==> src/rtl/gmii_rx_defs.sv <==
// Shared definitions for the GMII receive sink: FSM states, framing bytes,
// FIFO entry layout and the saturating length helper.
// Latency: n/a (types and constants only). Backpressure: n/a.
package gmii_rx_defs;

  typedef enum logic [2:0] {
    IDLE = 3'd0,
    PRE  = 3'd1,
    DATA = 3'd2,
    TAIL = 3'd3,
    DROP = 3'd4
  } state_t;

  localparam logic [7:0] PRE_BYTE = 8'h55;
  localparam logic [7:0] SFD_BYTE = 8'hD5;

  localparam int ENTRY_W = 10;
  localparam int LEN_W   = 11;
  localparam logic [LEN_W-1:0] LEN_SAT = 11'd2047;

  // One FIFO slot, {err,last,data}; err is only meaningful with last.
  typedef struct packed {
    logic       err;
    logic       last;
    logic [7:0] data;
  } entry_t;

  function automatic logic [LEN_W-1:0] len_inc(input logic [LEN_W-1:0] l);
    return (l == LEN_SAT) ? l : l + 11'd1;
  endfunction

endpackage

==> src/rtl/gmii_rx_sink_if.sv <==
// GMII receive input plus the valid/ready payload byte stream out of the sink.
// Latency: n/a (wiring only). Backpressure: out_ready from the consumer.
// master = environment (receiver + downstream consumer); slave = gmii_rx_sink.
interface gmii_rx_sink_if;
  logic       RX_DV;
  logic       RX_ER;
  logic [7:0] RXD;
  logic       out_valid;
  logic       out_ready;
  logic [7:0] out_data;
  logic       out_last;
  logic       out_err;

  modport master (
    output RX_DV, RX_ER, RXD, out_ready,
    input  out_valid, out_data, out_last, out_err
  );

  modport slave (
    input  RX_DV, RX_ER, RXD, out_ready,
    output out_valid, out_data, out_last, out_err
  );
endinterface

==> src/rtl/gmii_rx_fifo.sv <==
// Synchronous DEPTH x 10 FIFO holding {err,last,data} payload entries.
// Latency: a push is visible at the head the cycle after its write edge.
// Backpressure: push ignored while full (even with a same-cycle pop); head holds last popped value when empty.
// Ports: clk, rst (async active-low), push/push_dat, pop, head_dat, full, empty.
module gmii_rx_fifo
  import gmii_rx_defs::*;
#(
  parameter int DEPTH = 16
) (
  input  logic   clk,
  input  logic   rst,
  input  logic   push,
  input  entry_t push_dat,
  input  logic   pop,
  output entry_t head_dat,
  output logic   full,
  output logic   empty
);
  localparam int AW = $clog2(DEPTH);

  entry_t        mem [DEPTH];
  entry_t        last_dat;
  logic [AW:0]   wr_ptr;
  logic [AW:0]   rd_ptr;
  logic          do_push;
  logic          do_pop;

  // Extra pointer bit tells full from empty when the addresses match.
  assign full    = (wr_ptr[AW] != rd_ptr[AW]) && (wr_ptr[AW-1:0] == rd_ptr[AW-1:0]);
  assign empty   = (wr_ptr == rd_ptr);
  assign do_push = push && !full;
  assign do_pop  = pop && !empty;

  always_ff @(posedge clk or negedge rst) begin
    if (!rst) begin
      wr_ptr   <= '0;
      rd_ptr   <= '0;
      last_dat <= '0;
    end else begin
      if (do_push) wr_ptr <= wr_ptr + 1'b1;
      if (do_pop) begin
        rd_ptr   <= rd_ptr + 1'b1;
        last_dat <= mem[rd_ptr[AW-1:0]];
      end
    end
  end

  always_ff @(posedge clk) begin
    if (do_push) mem[wr_ptr[AW-1:0]] <= push_dat;
  end

  // When empty the stale slot at rd_ptr is not the last value shown, so
  // present the copy taken at the final pop instead.
  assign head_dat = empty ? last_dat : mem[rd_ptr[AW-1:0]];

endmodule

==> src/rtl/gmii_rx_sink.sv <==
// GMII receive endpoint: strips preamble/SFD, queues payload bytes with last/err, counts frames.
// Latency: RXD byte in cycle c is on out_data with out_valid in cycle c+2 (hold reg + FIFO write).
// Backpressure: out_ready pops the FIFO; data bytes pushed while full are dropped (frame marked bad), the tail waits in TAIL.
// Ports: clk, rst (async active-low), bus (RX_DV/RX_ER/RXD in, out_* stream), frame_ok_cnt, frame_err_cnt, last_len.
module gmii_rx_sink
  import gmii_rx_defs::*;
#(
  parameter int DEPTH   = 16,
  parameter int MIN_LEN = 64,
  parameter int MAX_LEN = 1518,
  parameter int PRE_MAX = 7
) (
  input  logic          clk,
  input  logic          rst,
  gmii_rx_sink_if.slave bus,
  output logic [15:0]   frame_ok_cnt,
  output logic [15:0]   frame_err_cnt,
  output logic [10:0]   last_len
);

  state_t           state, state_nxt;
  logic [3:0]       pre_cnt, pre_nxt;
  logic [7:0]       hold_dat, hold_nxt;
  logic [LEN_W-1:0] len, len_nxt;
  logic             bad, bad_nxt;
  logic             ovf, ovf_nxt;
  logic             tail_dv, tail_dv_nxt;
  logic             push, pop;
  logic             fifo_full, fifo_empty;
  logic             frame_err;
  logic             ok_inc;
  logic [1:0]       err_inc;
  logic             len_upd;
  entry_t           push_dat, head;

  assign frame_err = bad | ovf | (len < 11'(MIN_LEN)) | (len > 11'(MAX_LEN));

  always_comb begin
    state_nxt   = state;
    pre_nxt     = pre_cnt;
    hold_nxt    = hold_dat;
    len_nxt     = len;
    bad_nxt     = bad;
    ovf_nxt     = ovf;
    tail_dv_nxt = tail_dv;
    push        = 1'b0;
    push_dat    = '0;
    ok_inc      = 1'b0;
    err_inc     = 2'd0;
    len_upd     = 1'b0;

    case (state)
      IDLE: begin
        pre_nxt     = '0;
        len_nxt     = '0;
        bad_nxt     = 1'b0;
        ovf_nxt     = 1'b0;
        tail_dv_nxt = 1'b0;
        if (bus.RX_DV) begin
          if (bus.RXD == PRE_BYTE) begin
            state_nxt = PRE;
            pre_nxt   = 4'd1;
          end else if (bus.RXD == SFD_BYTE) begin
            state_nxt = DATA;
          end else begin
            state_nxt = DROP;
            err_inc   = 2'd1;
          end
        end
      end

      PRE: begin
        if (!bus.RX_DV) begin
          state_nxt = IDLE;
          err_inc   = 2'd1;
        end else if (bus.RX_ER) begin
          state_nxt = DROP;
          err_inc   = 2'd1;
        end else if (bus.RXD == PRE_BYTE) begin
          if (pre_cnt == 4'(PRE_MAX)) begin
            state_nxt = DROP;
            err_inc   = 2'd1;
          end else begin
            pre_nxt = pre_cnt + 4'd1;
          end
        end else if (bus.RXD == SFD_BYTE) begin
          state_nxt = DATA;
        end else begin
          state_nxt = DROP;
          err_inc   = 2'd1;
        end
      end

      DATA: begin
        if (bus.RX_DV) begin
          // len != 0 means the hold register carries an unpushed byte.
          if (len != '0) begin
            push     = 1'b1;
            push_dat = {1'b0, 1'b0, hold_dat};
            if (fifo_full) ovf_nxt = 1'b1;
          end
          hold_nxt = bus.RXD;
          len_nxt  = len_inc(len);
          if (bus.RX_ER) bad_nxt = 1'b1;
        end else if (len == '0) begin
          err_inc   = 2'd1;
          len_upd   = 1'b1;
          state_nxt = IDLE;
        end else if (!fifo_full) begin
          push      = 1'b1;
          push_dat  = {frame_err, 1'b1, hold_dat};
          ok_inc    = !frame_err;
          err_inc   = {1'b0, frame_err};
          len_upd   = 1'b1;
          state_nxt = IDLE;
        end else begin
          state_nxt = TAIL;
        end
      end

      TAIL: begin
        // Any frame that begins while the tail waits is lost; count it once.
        if (bus.RX_DV) tail_dv_nxt = 1'b1;
        if (!fifo_full) begin
          push      = 1'b1;
          push_dat  = {frame_err, 1'b1, hold_dat};
          ok_inc    = !frame_err;
          err_inc   = {1'b0, frame_err} + {1'b0, (bus.RX_DV | tail_dv)};
          len_upd   = 1'b1;
          state_nxt = bus.RX_DV ? DROP : IDLE;
        end
      end

      DROP: begin
        if (!bus.RX_DV) state_nxt = IDLE;
      end

      default: state_nxt = IDLE;
    endcase
  end

  always_ff @(posedge clk or negedge rst) begin
    if (!rst) begin
      state         <= IDLE;
      pre_cnt       <= '0;
      hold_dat      <= '0;
      len           <= '0;
      bad           <= 1'b0;
      ovf           <= 1'b0;
      tail_dv       <= 1'b0;
      frame_ok_cnt  <= '0;
      frame_err_cnt <= '0;
      last_len      <= '0;
    end else begin
      state         <= state_nxt;
      pre_cnt       <= pre_nxt;
      hold_dat      <= hold_nxt;
      len           <= len_nxt;
      bad           <= bad_nxt;
      ovf           <= ovf_nxt;
      tail_dv       <= tail_dv_nxt;
      frame_ok_cnt  <= frame_ok_cnt + 16'(ok_inc);
      frame_err_cnt <= frame_err_cnt + 16'(err_inc);
      if (len_upd) last_len <= len;
    end
  end

  assign pop = !fifo_empty && bus.out_ready;

  gmii_rx_fifo #(.DEPTH(DEPTH)) u_fifo (
    .clk      (clk),
    .rst      (rst),
    .push     (push),
    .push_dat (push_dat),
    .pop      (pop),
    .head_dat (head),
    .full     (fifo_full),
    .empty    (fifo_empty)
  );

  assign bus.out_valid = !fifo_empty;
  assign bus.out_data  = head.data;
  assign bus.out_last  = head.last;
  assign bus.out_err   = head.err;

endmodule

==> src/flat_wrapper.sv <==
// flat-port wrapper written by rule: the top's interface ports become plain ports
module gmii_rx_sink_flat import gmii_rx_defs::*;
#(
  parameter int DEPTH   = 16,
  parameter int MIN_LEN = 64,
  parameter int MAX_LEN = 1518,
  parameter int PRE_MAX = 7
)
  (clk, rst, frame_ok_cnt, frame_err_cnt, last_len, bus_RX_DV, bus_RX_ER, bus_RXD, bus_out_ready, bus_out_valid, bus_out_data, bus_out_last, bus_out_err);
  gmii_rx_sink_if bus_i ();
  input  logic clk;
  input  logic rst;
  output logic [15:0] frame_ok_cnt;
  output logic [15:0] frame_err_cnt;
  output logic [10:0] last_len;
  input wire logic [$bits(bus_i.RX_DV)-1:0] bus_RX_DV;
  input wire logic [$bits(bus_i.RX_ER)-1:0] bus_RX_ER;
  input wire logic [$bits(bus_i.RXD)-1:0] bus_RXD;
  input wire logic [$bits(bus_i.out_ready)-1:0] bus_out_ready;
  output wire logic [$bits(bus_i.out_valid)-1:0] bus_out_valid;
  output wire logic [$bits(bus_i.out_data)-1:0] bus_out_data;
  output wire logic [$bits(bus_i.out_last)-1:0] bus_out_last;
  output wire logic [$bits(bus_i.out_err)-1:0] bus_out_err;
  assign bus_i.RX_DV = bus_RX_DV;
  assign bus_i.RX_ER = bus_RX_ER;
  assign bus_i.RXD = bus_RXD;
  assign bus_i.out_ready = bus_out_ready;
  assign bus_out_valid = bus_i.out_valid;
  assign bus_out_data = bus_i.out_data;
  assign bus_out_last = bus_i.out_last;
  assign bus_out_err = bus_i.out_err;
  gmii_rx_sink #(.DEPTH(DEPTH), .MIN_LEN(MIN_LEN), .MAX_LEN(MAX_LEN), .PRE_MAX(PRE_MAX)) u_core (.clk(clk), .rst(rst), .bus(bus_i), .frame_ok_cnt(frame_ok_cnt), .frame_err_cnt(frame_err_cnt), .last_len(last_len));
endmodule
==> config.mk <==
export PLATFORM = sky130hd
export DESIGN_NAME = gmii_rx_sink_flat
export DESIGN_NICKNAME = d
export VERILOG_FILES = /design/src/rtl/gmii_rx_defs.sv /design/src/rtl/gmii_rx_sink_if.sv /design/src/rtl/gmii_rx_fifo.sv /design/src/rtl/gmii_rx_sink.sv /design/src/flat_wrapper.sv
export SDC_FILE = /design/constraint.sdc
export NUM_CORES = 1
export LEC_CHECK = 0
export ABC_AREA = 1
export BUFFER_PORTS_ARGS = -buffer_cell sky130_fd_sc_hd__buf_4
export CORE_MARGIN = 3
export CORE_UTILIZATION = 55
export DETAILED_ROUTE_END_ITERATION = 7
export GPL_ROUTABILITY_DRIVEN = 0
export GPL_TIMING_DRIVEN = 0
export HOLD_SLACK_MARGIN = 0.05
export PLACE_DENSITY = 0.81
export SETUP_SLACK_MARGIN = 0.02
export SLEW_MARGIN = 20
export SYNTH_ARGS = -nofsm -noshare
export SYNTH_HDL_FRONTEND = slang
export SYNTH_SLANG_ARGS = --single-unit
==> constraint.sdc <==
create_clock -name clk -period 3.6 [get_ports clk]
set_input_delay 0.72 -clock clk [delete_from_list [all_inputs] [get_ports clk]]
set_output_delay 0.72 -clock clk [all_outputs]
set_load 0.01 [all_outputs]
==> key figures, run 1 <==
Timing
  • Post-Route Setup TNS: 0 ns
  • Period minus WS final: 3.377 ns
  • RSZ-0062 raised after global routing: no
  • Final setup vio count: 0
  • Final slew viol count: 0
  • Clock Skew: 0.009189 ns
  • Least-Margin Pin Slew: 1.206 ns
  • Normalized max-slew margin: 19.33%
  • Final Hold Viols: 0
  • Hold_ws: 0.2782 ns
  • Final period util: 93.81%
  • Maximum operating frequency: slightly below 0.3 GHz

Placed design
  • Inst Count DP: between 1k and 1.5k
  • DP Wirelength: approximately 18 mm
  • IO buf count: 65
  • Placed cell areas: around 0.012 sq mm

Final layout
  • Net count reported at finish: 1248
  • Commonest non-fill, non-tap cell in the layout: nand2_1
  • Diodes inserted: 0
  • Final cell count without fillers: 1504
  • Finished Cell Area: 0.01299 sq mm
  • Most frequent cells in the layout: nand2_1, nor2_1, edfxtp_1, o21ai_0, dfrtp_1
  • Area grow syn2layout: 14.81%
  • Layout cells sized above 1: 13.56%

Setup path
  • Most frequent CP cell: nand2_1
  • Critical path's top delay family: buffers and inverters
  • Crit start category: register
  • Max Fanout on Critical Path: 10
  • Worst path bufs/invs: 5
  • Crit path cell chain: buf_4 > inv_4 > clkbuf_1 > o21ai_0 > o22ai_1 > nand2_1 > nand2_1 > inv_1 > nand2_1 > nand2_1 > nand2_1 > buf_4
  • Crit path DAT: 2.66 ns
  • Crit. End Element: primary output
  • Worst Path Required: 2.88 ns
  • Slowest cell on crit path: dfrtp_1
  • Worst setup path class: register to primary output
  • Crit-path max cell delay: 0.40 ns

Pwr
  • Total chip power: roughly 8.6 mW
  • Leakage: about 5.6 nW
  • Max IR drop VDD: around 0.00043 V
  • P per Cell Area: about 660 mW/mm^2

Routing
  • Via-per-instance ratio: 5.461
  • WL/cell: roughly 17 microns
  • DRT Pass-1 Iters: 5
  • Post-route ant nets: 0
  • # DRC: 0
  • DRT iter0 DRCs: 824
  • DR vias: a little over 8k
  • Final wirelength: ~26 mm

Synth
  • Syn avg cell area: 10.01 sq um
  • Mapped cell area: 0.01132 sq mm
  • Distinct cells, synth: 37
  • Cells after synthesis: about 1.1k
  • Seq/Total Area, Yosys: 62.80%
  • Synth Register Bits: about 250
  • Syn nets: 1157
  • Synth warnings: 0

Clock network
  • Clock latency on the worst-skew pair: 0.52 ns
  • # clock sinks: roughly 250
  • Cts hold-fix bufs: 0
  • Htree depth: 1
  • CTS-repair resized insts: 0
  • Worst-case clock buffer depth: 3
  • Root buffer cell: clkbuf_16
  • CTS tree: yes
  • Clock Pin Slew Worst Setup and Hold Paths: 0.06 ns
  • CTS Buf Count: 25
  • Post-CTS setup repair buffer count: 0

Job
  • # Max-Cap Violations: 0

GRT
  • Number of global-route vias before repair: around 8.0k
  • Initial antenna violation count: 0
  • First-pass GRT wire length: between 40 and 50 mm
  • Gr ovfl total: 0
  • GRT Overall Usage: around a quarter
  • Largest net degree at the start of global routing: 93

Die
  • Core region area: a little under 0.02 sq mm
  • Die Ht: 149.4 microns
  • Io pins: 67
  • Starting density of the core: 57.02%
  • Cell row count: 51
  • Die W: between 100 and 150 microns
  • Die area: 0.02233 sq mm

Min path
  • Worst Hold Class: primary input to async pin

Run status
  • Status: finished, final reports clean
-- cells by family after synthesis --
family	Yosys count	share of synthesized area, %
fa+ha+maj	13	1.504
buf+inv	118	4.445
compound gates	154	7.651
simple gates	551	20.27
flops	252	62.80
xor+xnor	43	3.328
-- through the flow --
step	util [%]	setup WS [ns]
2_1_floorplan	-	0.9043
3_3_place_gp	61.15	0.4699
3_5_place_dp	61.24	0.3118
4_1_cts	65.42	0.1876
5_1_grt	65.46	0.01631
6_report	65.46	0.2229
-- flip-flops by register name (all words and copies together), names as in the netlist --
register                flops
u_core.last_len            11
u_core.state                3
u_core.bad                  1
u_core.u_fifo.rd_ptr        5
u_core.pre_cnt              4
u_core.u_fifo.wr_ptr        5
u_core.len                 11
u_core.frame_err_cnt       16
u_core.hold_dat             8
u_core.frame_ok_cnt        16
u_core.u_fifo.last_dat     10
u_core.tail_dv              1
u_core.u_fifo.mem         160
u_core.ovf                  1
-- report_power, final --
group,total [mW],leakage (nW),switching (mW),internal (mW)
registers,3.33,2.74,0.140,3.19
clock network,2.61,0.412,1.07,1.54
logic,2.66,2.40,1.79,0.874
total,8.60,5.55,2.99,5.61
-- cells in the mapped netlist (all sizes together) --
master    n  area, sq um
ha       12        150.1
o22ai    10        62.56
nand3    61        340.3
xnor2    14        122.6
nand2   277         1070
inv      71        269.0
o21ai   117        604.3
xor2     29        254.0
nor3      8        45.04
nand3b    4        30.03
clkinv    2        7.510
o21bai    1        18.77
nor2    190        738.2
dfrtp    92         2302
nor3b     1        7.510
a21oi     6        30.03
buf      22        138.9
o211ai   20        150.1
or2       2        12.51
fa        1        20.02
clkbuf   23        87.58
edfxtp  160         4805
nand4     8        50.05
-- layout make-up --
| cell class | instances | area (sq um) |
|---|---|---|
| clock inverters | 12 | 113.9 |
| multi-input cells | 761 | 3734 |
| flip-flops and latches | 252 | 7107 |
| inverters | 73 | 276.5 |
| well taps | 265 | 331.6 |
| clock buffers | 32 | 714.4 |
| plain buffers | 44 | 222.7 |
| repair buffers | 65 | 491.7 |
| fillers | 1508 | 6854 |
-- worst register-to-register path: cells and delay by family, from the launching register on --
| family | cells | cell delay (ns) |
|---|---|---|
| and+or+nand+nor | 12 | 1.71 |
| DFF | 1 | 0.40 |
| adders and majority gates | 1 | 0.21 |
| AOI/OAI and AO/OA | 1 | 0.17 |
| buffers and inverters | 3 | 0.48 |
| xor gates and xnor gates | 1 | 0.19 |
-- final timing paths --
check | startpoint | end | slack [ns] | cells after the start
min in group clk | bus_RXD[4] | u_core.hold_dat[4]$_DFFE_PN0P_ | 0.43 | 3
worst max-delay path | u_core.u_fifo.rd_ptr[0]$_DFFE_PN0P_ | bus_out_data[1] | 0.22 | 12
worst min register to register | u_core.tail_dv$_DFFE_PN0P_ | u_core.tail_dv$_DFFE_PN0P_ | 0.48 | 2
max in group asynchronous | rst | u_core.hold_dat[3]$_DFFE_PN0P_ | 2.75 | 1
worst max register to register | u_core.u_fifo.rd_ptr[0]$_DFFE_PN0P_ | u_core.frame_ok_cnt[11]$_DFF_PN0_ | 0.34 | 18
worst min-delay path | rst | u_core.frame_ok_cnt[12]$_DFF_PN0_ | 0.28 | 1
-- layer usage --
metal / global-route usage (%) / wire [microns] / part of all wire (%) / vias up
met3: 3.180 / 1900 / 7.3 / 57
met4: 8.101 / 833 / 3.2 / 0
met2: 39.98 / 12690 / 48 / 306
li1: - / - / - / 3953
met1: 32.29 / 10770 / 41 / 3898
met5: 0 / 0 / 0 / -
Note: power is estimated with default switching activity, not from simulation.
==> inputs of run 2 (changes only) <==
--- a/config.mk
+++ b/config.mk
@@ -14,6 +14,7 @@
 export GPL_TIMING_DRIVEN = 0
 export HOLD_SLACK_MARGIN = 0.05
 export PLACE_DENSITY = 0.81
+export RECOVER_POWER = 100
 export SETUP_SLACK_MARGIN = 0.02
 export SLEW_MARGIN = 20
 export SYNTH_ARGS = -nofsm -noshare
==> constraint.sdc (replaced) <==
create_clock -name clk -period 3.7 [get_ports clk]
set_input_delay 0.74 -clock clk [delete_from_list [all_inputs] [get_ports clk]]
set_output_delay 0.74 -clock clk [all_outputs]
set_load 0.01 [all_outputs]
==> run 2 against run 1 <==
Against the previous run: the flow now finishes with violations (capacitance limit, slew limit); highest routed layer unchanged; flip-flop and latch count unchanged; clock power down 2%; cell area down 2.5%; via count up 0.46%; die area unchanged; critical path depth down 1; register-to-register slack better by 0.05 ns; combinational power down 8.3%; non-clock buffer count up 1; power down 4.4%; clock skew down 0.0018 ns; routed wire length up 0.34%.
==> key figures, run 2 (synthesis results as in run 1) <==
Run status
  • Status: complete, but fails checks (was finished, final reports clean)
  • Failing checks: capacitance limit, slew limit

Pwr
  • Leakage: 5.299 nW (was 5.553 nW)
  • Internal power: 5.313 mW (was 5.606 mW)
  • Comb pwr share: 29.7% (was 30.9%)
  • P_sw: 2.907 mW (was 2.994 mW)
  • P per Cell Area: 648.9 mW/mm^2 (was 662.0 mW/mm^2)
  • Total chip power: 8.219 mW (was 8.601 mW)
  • Clock Power Share: 31.0% (was 30.4%)
  • Switching Share: 35.36% (was 34.82%)
  • Seq pwr share: 39.4% (was 38.7%)
  • Max IR drop VDD: 0.0004167 V (was 0.0004260 V)

GRT
  • Initial antenna violation count: 0 (unchanged)
  • Number of global-route vias before repair: 8035 (unchanged)
  • Largest net degree at the start of global routing: 93 (unchanged)
  • Gr ovfl total: 0 (unchanged)
  • First-pass GRT wire length: 41.79 mm (unchanged)
  • GRT Overall Usage: 23.79% (unchanged)

Die
  • Starting density of the core: 57.02% (unchanged)
  • Die Ht: 149.4 microns (unchanged)
  • Io pins: 67 (unchanged)
  • Die area: 0.02233 sq mm (unchanged)
  • Die W: 149.4 microns (unchanged)
  • Core region area: 0.01985 sq mm (unchanged)
  • Cell row count: 51 (unchanged)

Clock network
  • Cts hold-fix bufs: 0 (unchanged)
  • # clock sinks: 252 (unchanged)
  • Worst-case clock buffer depth: 3 (unchanged)
  • CTS-repair resized insts: 0 (unchanged)
  • Root buffer cell: clkbuf_16 (unchanged)
  • Htree depth: 1 (unchanged)
  • Clock Pin Slew Worst Setup and Hold Paths: 0.06 ns (about the same)
  • Clock latency on the worst-skew pair: 0.52 ns (about the same)
  • CTS tree: yes (unchanged)
  • Post-CTS setup repair buffer count: 0 (unchanged)
  • CTS Buf Count: 25 (unchanged)

Timing
  • Final worst setup slack: 0.1238 ns (was 0.2229 ns)
  • Final period util: roughly 97%
  • Final Hold Viols: 0 (unchanged)
  • Period minus WS final: 3.576 ns
  • Final setup vio count: 0 (unchanged)
  • Least-Margin Pin Slew: 2.270 ns (was 1.206 ns)
  • Final slew viol count: 93 (was 0)
  • Post-Route Setup TNS: 0 ns (unchanged)
  • Clock Skew: 0.007425 ns (was 0.009189 ns)
  • RSZ-0062 raised after global routing: no (unchanged)
  • Maximum operating frequency: 0.2796 GHz
  • Normalized max-slew margin: -51.33% (was 19.33%)
  • Hold_ws: 0.4530 ns (was 0.2782 ns)

Job
  • # Max-Cap Violations: 1 (was 0)

Final layout
  • Most frequent cells in the layout: nand2_1, nor2_1, edfxtp_1, o21ai_0, dfrtp_1 (unchanged)
  • Register area: 0.007107 sq mm (unchanged)
  • Max reg flops: 160 (unchanged)
  • Multi-input logic area: 0.003637 sq mm (was 0.003734 sq mm)
  • Layout cells sized above 1: 6.613% (was 13.56%)
  • Fillers: 1593 (was 1508)
  • Diodes inserted: 0 (unchanged)
  • Area grow syn2layout: 11.93% (was 14.81%)
  • Net count reported at finish: 1249 (was 1248)
  • Commonest non-fill, non-tap cell in the layout: nand2_1 (unchanged)

Setup path
  • Crit start category: register (unchanged)
  • Max Fanout on Critical Path: 10 (unchanged)
  • Worst Path Required: 2.96 ns (was 2.88 ns)
  • Slowest cell on crit path: dfrtp_1 (unchanged)
  • Crit path cell chain: inv_1 > clkbuf_1 > o21ai_0 > o22ai_1 > nand2_1 > nand2_1 > inv_1 > nand2_1 > nand2_1 > nand2_1 > clkbuf_1 (was buf_4 > inv_4 > clkbuf_1 > o21ai_0 > o22ai_1 > nand2_1 > nand2_1 > inv_1 > nand2_1 > nand2_1 > nand2_1 > buf_4)
  • Reg2Reg Setup Slack: 0.39 ns (was 0.34 ns)
  • Crit-path max cell delay: 0.46 ns (was 0.40 ns)
  • Crit. End Element: primary output (unchanged)
  • Crit path DAT: 2.84 ns (was 2.66 ns)
  • Most frequent CP cell: nand2_1 (unchanged)
  • Critical path's top delay family: buffers and inverters (unchanged)
  • Worst setup path class: register to primary output (unchanged)
  • Worst path bufs/invs: 4 (was 5)

Routing
  • DRT Pass-1 Iters: 5 (unchanged)
  • Post-route ant nets: 0 (unchanged)
  • WL/cell: 17.46 microns (was 17.42 microns)
  • Final wirelength: 26.28 mm (was 26.19 mm)
  • # DRC: 0 (unchanged)
  • Via-per-instance ratio: 5.483 (was 5.461)
  • DR vias: 8252 (was 8214)
  • DRT iter0 DRCs: 757 (was 824)

Min path
  • Worst Hold Class: primary input to register (was primary input to async pin)

Placed design
  • Pre-CTS setup slack: 0.4067 ns (was 0.3118 ns)
  • DP Wirelength: 17.54 mm (unchanged)
  • IO buf count: 65 (unchanged)
==> run 2: cell types whose count changed in the layout (fill, tap and decap cells not counted), sizes merged <==
| cell | change |
|---|---|
| clkbuf | +61 |
| buf | -60 |
==> run 2: through the flow <==
stage	util, %	cells	cell area [sq um]
after floorplan	-	1131	11320
after global placement	61.15	1461	12140
after detailed placement	61.24	1461	12150
after CTS	65.42	1505	12980
after global routing	63.82	1505	12670
final	63.82	1505	12670
==> run 2: area by class of cell <==
| type | count | area share (%) |
|---|---|---|
| timing repair buffer | 65 | 2.242 |
| sequential | 252 | 56.11 |
| inverter | 73 | 2.183 |
| clock inverter | 12 | 0.8989 |
| tap | 265 | 2.618 |
| clock buffer | 32 | 5.641 |
| buffer | 45 | 1.590 |
| multi-input combinational | 761 | 28.72 |
==> run 2: routing by layer <==
layer,global-route usage [%],share of wire [%]
met4,8.101,3.2
met1,32.29,41
met3,3.180,7.7
met5,0,0
met2,39.98,48
==> run 2: worst register-to-register path, cell delays in order, from the launching register on <==
cell and delay, ns:
dfrtp_1 0.46, inv_1 0.32, nand2_1 0.09, nand2_1 0.12, nor2_4 0.07, nand3_4 0.09
nand3_1 0.08, inv_2 0.15, o21ai_0 0.17, nor2_1 0.20, ha_1 0.21, nand3_1 0.13
nor2_1 0.29, nand3_1 0.23, nor2_1 0.17, nand2_1 0.11, nor2_1 0.16, xor2_1 0.19
==> run 2: path summary, 6_finish.rpt <==
kind / cells past startpoint / from / to
min in group asynchronous: 1 / rst / u_core.frame_ok_cnt[12]$_DFF_PN0_
setup reg to reg: 17 / u_core.u_fifo.rd_ptr[1]$_DFFE_PN0P_ / u_core.frame_ok_cnt[11]$_DFF_PN0_
hold reg to reg: 1 / u_core.frame_err_cnt[15]$_DFF_PN0_ / u_core.frame_err_cnt[15]$_DFF_PN0_
setup / recovery: 11 / u_core.u_fifo.rd_ptr[1]$_DFFE_PN0P_ / bus_out_data[1]
max in group asynchronous: 1 / rst / u_core.hold_dat[3]$_DFFE_PN0P_
hold / removal: 3 / bus_RXD[4] / u_core.hold_dat[4]$_DFFE_PN0P_
==> run 2: power groups by stage <==
| stage | clock network (mW) | logic (mW) | registers, mW |
|---|---|---|---|
| after floorplan | 0 | 1.59 | 3.27 |
| after global placement | 0 | 2.47 | 3.28 |
| after detailed placement | 0 | 2.55 | 3.29 |
| after CTS | 2.56 | 2.59 | 3.23 |
| after global routing | 2.67 | 2.70 | 3.25 |
| final | 2.55 | 2.44 | 3.24 |
==> inputs of run 3 (changes only) <==
--- a/config.mk
+++ b/config.mk
@@ -14,7 +14,6 @@
 export GPL_TIMING_DRIVEN = 0
 export HOLD_SLACK_MARGIN = 0.05
 export PLACE_DENSITY = 0.81
-export RECOVER_POWER = 100
 export SETUP_SLACK_MARGIN = 0.02
 export SLEW_MARGIN = 20
 export SYNTH_ARGS = -nofsm -noshare
==> run 3 against run 2 <==
Against the previous run: the run now ends clean; die area is the same; final cell count is the same; worst setup slack improved by 0.16 ns; clock power about the same; first-iteration DRC count up 7.7%; power up 1.9%; maximum frequency up 4.6%; clock skew fell by 0.00098 ns; critical path type unchanged.
==> key figures, run 3 (synthesis results as in run 1) <==
Clock network
  • Htree depth: 1 (unchanged)
  • CTS tree: yes (unchanged)
  • # clock sinks: 252 (unchanged)
  • Worst-case clock buffer depth: 3 (unchanged)
  • Cts hold-fix bufs: 0 (unchanged)
  • Clock latency on the worst-skew pair: 0.51 ns (was 0.52 ns)
  • CTS Buf Count: 25 (unchanged)
  • Clock Pin Slew Worst Setup and Hold Paths: 0.06 ns (about the same)
  • Root buffer cell: clkbuf_16 (unchanged)

Min path
  • Worst Hold Class: primary input to async pin (was primary input to register)

Timing
  • Final slew viol count: 0 (was 93)
  • Maximum operating frequency: 0.2925 GHz (was 0.2796 GHz)
  • Least-Margin Pin Slew: 1.139 ns (was 2.270 ns)
  • RSZ-0062 raised after global routing: no (unchanged)
  • Post-Route Setup TNS: 0 ns (unchanged)
  • Final Hold Viols: 0 (unchanged)
  • Clock Skew: 0.006443 ns (was 0.007425 ns)
  • Normalized max-slew margin: 23.77% (was -51.33%)
  • Final setup vio count: 0 (unchanged)
  • Final period util: 92.41% (was 96.65%)
  • Period minus WS final: 3.419 ns (was 3.576 ns)
  • Hold_ws: 0.2998 ns (was 0.4530 ns)

Routing
  • Via-per-instance ratio: 5.462 (was 5.483)
  • Post-route ant nets: 0 (unchanged)
  • Final wirelength: 26.25 mm (was 26.28 mm)
  • # DRC: 0 (unchanged)
  • DRT Pass-1 Iters: 5 (unchanged)
  • WL/cell: 17.44 microns (was 17.46 microns)
  • DRT iter0 DRCs: 815 (was 757)
  • DR vias: 8220 (was 8252)

Setup path
  • Most frequent CP cell: nand2_1 (unchanged)
  • Crit path cell chain: inv_2 > clkbuf_1 > o21ai_0 > o22ai_1 > nand2_1 > nand2_1 > inv_1 > nand2_1 > nand2_1 > nand2_1 > buf_4 (was inv_1 > clkbuf_1 > o21ai_0 > o22ai_1 > nand2_1 > nand2_1 > inv_1 > nand2_1 > nand2_1 > nand2_1 > clkbuf_1)
  • Reg2Reg Setup Slack: 0.45 ns (was 0.39 ns)
  • Worst Path Required: 2.96 ns (about the same)
  • FF-to-FF Start: u_core.u_fifo.rd_ptr[0]$_DFFE_PN0P_ (was u_core.u_fifo.rd_ptr[1]$_DFFE_PN0P_)
  • Crit start category: register (unchanged)
  • Worst Reg-to-Reg Cells: 18 (was 17)
  • Reg2Reg Capture Point: u_core.frame_ok_cnt[11]$_DFF_PN0_ (unchanged)
  • Slowest cell on crit path: dfrtp_1 (unchanged)
  • Worst setup path class: register to primary output (unchanged)
  • Crit path DAT: 2.68 ns (was 2.84 ns)
  • Crit. End Element: primary output (unchanged)
  • Max Fanout on Critical Path: 10 (unchanged)
  • Crit-path max cell delay: 0.46 ns (about the same)

Final layout
  • Diodes inserted: 0 (unchanged)
  • Area grow syn2layout: 14.82% (was 11.93%)
  • Commonest non-fill, non-tap cell in the layout: nand2_1 (unchanged)
  • Register area: 0.007107 sq mm (unchanged)
  • Fillers: 1508 (was 1593)
  • Most frequent cells in the layout: nand2_1, nor2_1, edfxtp_1, o21ai_0, dfrtp_1 (unchanged)
  • Layout cells sized above 1: 13.47% (was 6.613%)
  • Max reg flops: 160 (unchanged)
  • Multi-input logic area: 0.003731 sq mm (was 0.003637 sq mm)
  • Net count reported at finish: 1249 (unchanged)

Die
  • Starting density of the core: 57.02% (unchanged)
  • Die area: 0.02233 sq mm (unchanged)
  • Die W: 149.4 microns (unchanged)
  • Cell row count: 51 (unchanged)
  • Io pins: 67 (unchanged)
  • Core region area: 0.01985 sq mm (unchanged)
  • Die Ht: 149.4 microns (unchanged)

Pwr
  • P per Cell Area: 644.5 mW/mm^2 (was 648.9 mW/mm^2)
  • Max IR drop VDD: 0.0004160 V (was 0.0004167 V)
  • Total chip power: 8.374 mW (was 8.219 mW)
  • Leakage: 5.555 nW (was 5.299 nW)

GRT
  • Initial antenna violation count: 0 (unchanged)
  • Number of global-route vias before repair: 8035 (unchanged)
  • Largest net degree at the start of global routing: 93 (unchanged)
  • GRT Overall Usage: 23.79% (unchanged)
  • Gr ovfl total: 0 (unchanged)
  • First-pass GRT wire length: 41.79 mm (unchanged)

Placed design
  • IO buf count: 65 (unchanged)
  • DP Wirelength: 17.54 mm (unchanged)

Run status
  • Status: finished, final reports clean (was complete, but fails checks)

Job
  • # Max-Cap Violations: 0 (was 1)
==> run 3: worst max-delay path by stage <==
stage,from,endpoint,slack [ns],cells after the start
floorplan,bus_RX_DV,u_core.frame_ok_cnt[14]$_DFF_PN0_,0.98,14
global placement,bus_RX_DV,u_core.frame_ok_cnt[14]$_DFF_PN0_,0.55,14
detailed placement,bus_RX_DV,u_core.frame_ok_cnt[14]$_DFF_PN0_,0.41,14
CTS,u_core.u_fifo.rd_ptr[1]$_DFFE_PN0P_,bus_out_data[1],0.27,9
global route,u_core.u_fifo.rd_ptr[1]$_DFFE_PN0P_,bus_out_data[1],0.04,9
finish,u_core.u_fifo.rd_ptr[1]$_DFFE_PN0P_,bus_out_err,0.28,11
==> run 3: metrics by stage <==
step | util (%) | std cells | setup WS [ns] | instance area (sq um)
floorplan | - | 1131 | 0.9843 | 11320
global placement | 61.15 | 1461 | 0.5499 | 12140
detailed placement | 61.24 | 1461 | 0.4067 | 12150
CTS | 65.42 | 1505 | 0.2676 | 12980
global route | 65.47 | 1505 | 0.04185 | 12990
finish | 65.47 | 1505 | 0.2809 | 12990
==> run 3: final cells by class <==
type,instances,share of cell area (%)
flip-flops and latches,252,54.70
clock buffers,32,5.499
multi-input cells,761,28.72
clock inverters,12,0.8763
inverters,73,2.128
repair buffers,65,3.785
well taps,265,2.552
plain buffers,45,1.743
==> run 3: report_power, final <==
group / internal (mW) / switching, mW / leakage, nW
Clock: 1.50 / 1.04 / 0.412
Sequential: 3.10 / 0.136 / 2.74
Combinational: 0.853 / 1.74 / 2.40
==> run 3: metal layers <==
metal	vias up	part of all wire [%]	GRT usage, %
li1	3952	-	-
met1	3875	41	32.29
met2	335	48	39.98
met3	58	7.7	3.180
met4	0	3.3	8.101
met5	-	0	0
==> run 3: critical path, delay by kind of cell (launching register included) <==
kind                   cells  cell delay (ns)
AO/OA/AOI/OAI              2             0.45
buffers and inverters      4             0.78
flip-flops                 1             0.46
AND/OR/NAND/NOR            5             0.48
==> run 3: repair_timing <==
action | 4_1_cts | 5_1_grt
buffers inserted | 0 | 0
gates resized for setup | 0 | 1
setup endpoints to repair | 0 | 2
